<file path="config.mk">
export PLATFORM = sky130hd
export DESIGN_NAME = imm_gen_seq
export DESIGN_NICKNAME = d
export VERILOG_FILES = /design/src/rtl/imm_gen_seq.sv
export SDC_FILE = /design/constraint.sdc
export NUM_CORES = 1
export LEC_CHECK = 0
export ABC_AREA = 1
export BUFFER_PORTS_ARGS = -buffer_cell sky130_fd_sc_hd__buf_2
export CAP_MARGIN = 10
export CORE_MARGIN = 1.5
export CORE_UTILIZATION = 25
export CTS_BUF_LIST = sky130_fd_sc_hd__clkbuf_4 sky130_fd_sc_hd__clkbuf_8
export CTS_CLUSTER_SIZE = 25
export DETAILED_ROUTE_END_ITERATION = 6
export GPL_ROUTABILITY_DRIVEN = 0
export PLACE_DENSITY = 0.49
export SKIP_CTS_REPAIR_TIMING = 1
export SYNTH_ARGS = -nofsm -noshare
export SYNTH_HDL_FRONTEND = slang
export SYNTH_SLANG_ARGS = --single-unit
</file>
<file path="constraint.sdc">
create_clock -name clk -period 1.9 [get_ports clk]
set_clock_uncertainty 0.2 [all_clocks]
set_input_delay 0.19 -clock clk [delete_from_list [all_inputs] [get_ports clk]]
set_output_delay 0.19 -clock clk [all_outputs]
set_load 0.03 [all_outputs]
</file>
<file path="src/rtl/imm_gen_seq.sv">
// Immediate generator: decodes a 16-bit word into a sign-extended XLEN immediate, with optional 13-bit prefix extension.
// One-cycle latency through a single output register; in_ready drops only while that register is full and unconsumed.
module imm_gen_seq #(
  parameter int XLEN   = 16,
  parameter bit PFX_EN = 1'b1
) (
  input  logic            clk,
  input  logic            rst_n,
  input  logic            in_valid,
  output logic            in_ready,
  input  logic [15:0]     instr,
  input  logic            in_pfx,
  input  logic            flush,
  output logic            out_valid,
  input  logic            out_ready,
  output logic [XLEN-1:0] imm,
  output logic [2:0]      out_type,
  output logic            pfx_err
);

  localparam logic [2:0] T_R = 3'd0;
  localparam logic [2:0] T_I = 3'd1;
  localparam logic [2:0] T_M = 3'd2;
  localparam logic [2:0] T_Y = 3'd3;
  localparam logic [2:0] T_J = 3'd4;

  typedef enum logic {IDLE, HELD} state_t;

  state_t          r_state;
  logic [12:0]     r_pfx;
  logic            r_out_valid;
  logic [XLEN-1:0] r_imm;
  logic [2:0]      r_type;
  logic            r_pfx_err;

  logic            w_accept;
  logic            w_is_pfx;
  logic [2:0]      w_type;
  logic [3:0]      w_k;
  logic [XLEN-1:0] w_fsext;
  logic [XLEN-1:0] w_fzext;
  logic [XLEN-1:0] w_pfx_sext;
  logic [XLEN-1:0] w_imm_next;

  assign in_ready  = !r_out_valid || out_ready;
  assign w_accept  = in_valid && in_ready;
  assign w_is_pfx  = PFX_EN && in_pfx;

  assign out_valid = r_out_valid;
  assign imm       = r_imm;
  assign out_type  = r_type;
  assign pfx_err   = r_pfx_err;

  always_comb begin
    w_type  = T_R;
    w_k     = 4'd4;
    w_fsext = {{(XLEN-4){instr[3]}}, instr[3:0]};
    w_fzext = {{(XLEN-4){1'b0}}, instr[3:0]};
    case (instr[15:13])
      3'b000: ;
      3'b001: begin
        w_type  = T_I;
        w_fsext = {{(XLEN-4){instr[5]}}, instr[5:2]};
        w_fzext = {{(XLEN-4){1'b0}}, instr[5:2]};
      end
      3'b010, 3'b011: begin
        w_type  = T_M;
        w_k     = 4'd7;
        w_fsext = {{(XLEN-7){instr[6]}}, instr[6:0]};
        w_fzext = {{(XLEN-7){1'b0}}, instr[6:0]};
      end
      3'b100, 3'b101: begin
        w_type  = T_Y;
        w_k     = 4'd13;
        w_fsext = {{(XLEN-13){instr[12]}}, instr[12:0]};
        w_fzext = {{(XLEN-13){1'b0}}, instr[12:0]};
      end
      default: begin
        w_type  = T_J;
        w_k     = 4'd13;
        w_fsext = {{(XLEN-13){instr[12]}}, instr[12:0]};
        w_fzext = {{(XLEN-13){1'b0}}, instr[12:0]};
      end
    endcase
  end

  // Prefix supplies the upper bits; the field fills the low k bits unsigned.
  assign w_pfx_sext = {{(XLEN-13){r_pfx[12]}}, r_pfx};
  assign w_imm_next = (r_state == HELD) ? ((w_pfx_sext << w_k) | w_fzext) : w_fsext;

  always_ff @(posedge clk or negedge rst_n) begin
    if (!rst_n) begin
      r_state     <= IDLE;
      r_pfx       <= '0;
      r_out_valid <= 1'b0;
      r_imm       <= '0;
      r_type      <= T_R;
      r_pfx_err   <= 1'b0;
    end else begin
      r_pfx_err <= 1'b0;
      if (flush) begin
        r_state     <= IDLE;
        r_pfx       <= '0;
        r_out_valid <= 1'b0;
      end else if (w_accept && w_is_pfx) begin
        r_pfx       <= instr[12:0];
        r_state     <= HELD;
        r_pfx_err   <= (r_state == HELD);
        r_out_valid <= 1'b0;
      end else if (w_accept) begin
        r_imm       <= w_imm_next;
        r_type      <= w_type;
        r_out_valid <= 1'b1;
        r_state     <= IDLE;
      end else if (out_ready) begin
        r_out_valid <= 1'b0;
      end
    end
  end

endmodule

</file>
### After elaboration in Yosys (flattened, before gate mapping)

Index checks and enable logic that the tools add are counted.

| operators by class | value |
|---|---|
| equality and inequality tests | 5 |
| shift operators | 1 |
| mux-type cells | 16 |
| bitwise gates (word level) | 3 |
| reductions and logical operators | 12 |

Operators by type and width:

| cell | count |
|---|---|
| one-hot mux 16 bit (3 select lines) | 1 |
| one-hot mux 13 bit (3 select lines) | 1 |
| 2-to-1 mux 13 bit | 2 |
| 2-to-1 mux 16 bit | 1 |
| OR 16 bit | 1 |
| left shift 16 x 4 -> 16 bit | 1 |
| one-hot mux 3 bit (4 select lines) | 1 |
| 2-to-1 mux 1 bit | 9 |
| one-hot mux 4 bit (2 select lines) | 1 |
| equality test 3 x 2 -> 1 bit, second input constant | 2 |
| equality test 3 bit, second input constant | 2 |
| OR reduction 2 bit | 3 |
| nonzero test 4 bit | 1 |
| equality test 3 x 1 -> 1 bit, second input constant | 1 |
| logical NOT 3 bit | 1 |
| AND reduction 3 bit | 1 |
| nonzero test 3 bit | 1 |
| logical AND 1 bit | 2 |
| inverter 1 bit | 2 |
| nonzero test 2 bit | 1 |
| logical NOT 1 bit | 1 |
| logical OR 1 bit | 1 |

| storage, ports and cells | value |
|---|---|
| flip-flop bits (word level) | 35 |
| input bits | 22 |
| output and inout bits | 22 |

### Depth between registers and ports, before layout

| depth | value |
|---|---|
| word-level depth | 6 |
| mapped depth | 8 |
| mapped depth without buffers | 8 |

### Worst setup path after synthesis

OpenSTA, ideal clock, no wires.

| timing path | value |
|---|---|
| path type | register -> register |
| start | register r_out_valid, in the netlist out_valid |
| end | register r_imm[11], in the netlist imm[11] |
| data arrival time | 1.361 ns |
| data required time | 1.587 ns |
| path slack | 0.227 ns |
| cell stages (with the launch flop) | 8 |
| cells stage by stage | dfrtp_1 > nand2_2 > nand3_1 > nor2_2 > buf_4 > or2_0 > nand2_1 > inv_1 |

| on the way | value |
|---|---|
| longest elaborated chain between the ends | 6 |

Ends and longest elaborated chain:

| item | RTL line | source |
|---|---|---|
| start, declared | 31 | `logic r_out_valid;` |
| start signal, assigned | 95 | `r_out_valid <= 1'b0;` |
| start signal, assigned | 104 | `r_out_valid <= 1'b0;` |
| start signal, assigned | 109 | `r_out_valid <= 1'b0;` |
| logical NOT 1 bit * | 45 | `assign in_ready = !r_out_valid \|\| out_ready;` |
| logical OR 1 bit * | 45 |  |
| named net in_ready | 10 | `output logic in_ready,` |
| logical AND 1 bit * | 46 | `assign w_accept = in_valid && in_ready;` |
| logical AND 1 bit | 105 | `end else if (w_accept && w_is_pfx) begin` |
| inverter 1 bit (no line) | -- |  |
| AND reduction 3 bit (no line) * | -- |  |
| end signal, assigned | 111 | `r_imm <= w_imm_next;` |
| end, declared | 32 | `logic [XLEN-1:0] r_imm;` |

Mark *: on every way through the listed nets, which the timed path passes. The rest lies on a longest branch.
A chain may end at the register's enable or synchronous reset.

### Worst setup path in the final report

| timing path | value |
|---|---|
| start | register r_out_valid, in the netlist out_valid |
| end | register r_imm[12], in the netlist imm[12] |

| on the way | value |
|---|---|
| longest elaborated chain between the ends | 6 |

Ends and longest elaborated chain:

| item | RTL line |
|---|---|
| logical NOT 1 bit * | 45 |
| logical OR 1 bit * | 45 |
| logical AND 1 bit * | 46 |
| logical AND 1 bit | 105 |
| inverter 1 bit (no line) | -- |
| AND reduction 3 bit (no line) * | -- |

Mark *: on every way between the ends. The rest lies on a longest branch, timed or not.

==> run_results.csv <==
group,metric,value,unit
min_path,min_path_type,"in -> reg",
global_routing,grt_max_degree,35,
timing,hold_violations,2,
synthesis,synth_area,0.001838,mm2
synthesis,netlist.area_leader.share,46.29,%
critical_path,r2r_slack,0.31,ns
floorplan,die-area,0.007876,mm2
placed_design,dp_hpwl,3703,um
synthesis,synth-edff-count,0,
critical_path,crit_end,"imm[12]",
routing,wirelength,4894,um
power,irDropWorstVdd,0.1947,mV
timing,report.final.slew_viol_count,0,
power,p_comb_share,28.7,%
synthesis,yosysTopAreaCell,"dfrtp_1",
synthesis,synthSimpleGateAreaFrac,28.25,%
synthesis,synth_mux_area_share,0,%
floorplan,die_h,88.75,um
synthesis,ys_warn_count,0,
timing,setup_tns,0,ns
clock_network,clk_pin_slew,0.07,ns
routing,viasPerCell,4.320,
critical_path,critical_path_class,"reg -> reg",
synthesis,synth_top_family_by_area,"simple AND/OR/NAND/NOR gates",
floorplan,coreArea,0.007176,mm2
finish,nNetsFinal,318,
global_routing,grt_pass1_vias,1532,
critical_path,cp_max_fo,12,
synthesis,yosys_register_bits,34,
placed_design,postPlaceCellArea,0.002145,mm2
routing,avgRoutedWirePerCell,12.42,um
routing,dr.pass1.iters,4,
synthesis,syn_nets,270,
critical_path,reg2reg_from,"out_valid",
job,cap_violations,0,
synthesis,synth_xor_xnor_area_share,0,%
timing,rsz0062_at_grt,"false",
critical_path,r2r_cells,6,
power,p_int,0.001283,W
clock_network,clk-insertion-delay-late,0.28,ns
outcome,status,"complete, but fails checks",
synthesis,synth_cells,248,
floorplan,ioPinCount,44,
synthesis,synth_compound_area_share,13.27,%
critical_path,crit_path_start_kind,"flop",
timing,slew_headroom,69.26,%
finish,syn_to_final_growth,23.35,%
critical_path,critPathLaunch,"out_valid",
critical_path,cp.arrival,1.61,ns
synthesis,synthArstFlopShare,100.0,%
placed_design,numPortBuffers,43,
timing,post-route-period-util,83.56,%
timing,finalSetupViolations,0,
outcome,violations,"negative hold slack",
critical_path,required,1.92,ns
clock_network,clockBufferDepth,2,
min_path,min_path_cells,3,
routing,ant_nets,0,
global_routing,antenna_found_initial,0,
clock_network,root_buffer,"clkbuf_8",
synthesis,synth_fa_ha_area_share,0,%
critical_path,slowest_delay,0.42,ns
timing,fmax,629.8,MHz
synthesis,ys.flop_type,"dfrtp_1",
power,power.leakage,1.205,nW
finish,n_fill_cell,821,
timing,hold_ws,-0.003092,ns
floorplan,start_util,25.61,%
power,p_switching,0.0006906,W
power,netSwitchingFraction,34.99,%
clock_network,cts-buffers-inserted,5,
finish,drive_gt1_share,24.07,%
critical_path,reg2reg_to,"imm[12]",
routing,drc,0,
synthesis,ys_seq_area_share,46.29,%
routing,drt_iter0_drc,122,
synthesis,syn_avg_cell_area,7.411,um2
clock_network,cts_num_sinks,34,
finish,num_antenna_cells,0,
global_routing,grt_pass1_wl,7783,um
floorplan,die_w,88.75,um
floorplan,rows,31,
synthesis,ys_types,26,
power,clkPwrFrac,26.9,%
finish,final_area,0.002267,mm2
power,pwr-share-seq,44.3,%
critical_path,endpoint_kind,"flop",
critical_path,slowest_stage,"dfrtp_1",
power,power_density,870.5,mW/mm2
routing,num_vias,1702,
timing,min_period,1.588,ns
synthesis,synth_area_leaders,"dfrtp_1 (46%), nand2_1 (13%), inv_1 (7.4%), nand3_1 (6.0%), o21ai_1 (4.4%)",
global_routing,grt.overflow.total,0,
timing,worst_pin_slew,0.4606,ns
critical_path,cp_cell_sequence,"nand2_2, nand3_1, nor2_2, or2_2, clkinv_1, nor2_1",
synthesis,synth.most_common_cell,"nand2_1",
global_routing,track_usage,13.34,%
synthesis,synth_common_cells,"nand2_1 (64), inv_1 (36), dfrtp_1 (34)",
clock_network,htreeDepth,2,
clock_network,cts_tree,"done",
==> state kept, by name, summed over array words and instances, names as in the netlist <==
signal	cells
imm	16
r_pfx	12
out_type	3
out_valid	1
pfx_err	1
r_state	1
==> final cells by class <==
| type | count | area (um2) | share of cell area (%) |
|---|---|---|---|
| timing repair buffer | 50 | 277.8 | 12.25 |
| tap | 99 | 123.9 | 5.464 |
| multi-input combinational | 160 | 763.2 | 33.66 |
| clock buffer | 6 | 82.58 | 3.642 |
| inverter | 45 | 168.9 | 7.450 |
| sequential | 34 | 850.8 | 37.53 |
==> layer usage <==
layer	global-route usage (%)	part of all wire, %	vias to the layer above
li1	-	-	876
met1	17.49	47	781
met2	21.35	47	39
met3	3.358	4.7	6
met4	4.688	1.6	0
met5	0	0	-
==> worst max-delay path, delay by kind of cell, from the launching register on <==
kind	cells	cell delay, ns
flops	1	0.42
simple gates	5	0.85
buf+inv	1	0.05
==> per-stage QoR <==
stage	util (%)	setup slack, ns	power (W)	instances	hold slack (ns)
finish	31.60	0.3123	0.001974	394	-0.003092
floorplan	-	0.2267	0.001271	248	-0.3056
global placement	29.89	0.3600	0.001452	384	0.05682
CTS	31.04	0.3004	0.001996	390	-0.2527
detailed placement	29.89	0.2879	0.001456	384	0.05890
global route	31.60	0.1416	0.002101	394	0.001073
==> power by group through the flow <==
stage | Sequential (W) | Combinational (W) | Clock [W]
6_report | 0.000875 | 0.000567 | 0.000532
5_1_grt | 0.000889 | 0.000624 | 0.000588
4_1_cts | 0.000877 | 0.000569 | 0.000550
3_5_place_dp | 0.000890 | 0.000565 | 0
3_3_place_gp | 0.000889 | 0.000563 | 0
2_1_floorplan | 0.00105 | 0.000222 | 0
==> cell usage in the layout, fill, tap and decap left out, drive strengths merged <==
master	count
clkinv	1
nand4	1
nand2	66
o21ai	19
o22ai	6
nor2	24
dlygate4sd3	4
a31oi	1
nor3	1
inv	44
or2	5
a2bb2oi	2
a21oi	7
dfrtp	34
a21boi	5
nand3	22
clkbuf	6
a22oi	1
buf	46
==> logic make-up after synthesis <==
kind of cell | after synthesis
buffers and inverters | 54
DFF | 34
AOI/OAI and AO/OA | 41
and+or+nand+nor | 119
==> how the worst min path moves through the flow <==
stage	slack, ns	to	start
2_1_floorplan	-0.31	imm[0]	rst_n
3_3_place_gp	0.06	imm[0]	rst_n
3_5_place_dp	0.06	imm[0]	rst_n
4_1_cts	-0.25	imm[0]	rst_n
5_1_grt	0.001	r_pfx[1]	instr[1]
6_report	-0.003	r_pfx[10]	instr[10]
(Power assumes the default switching activity.)
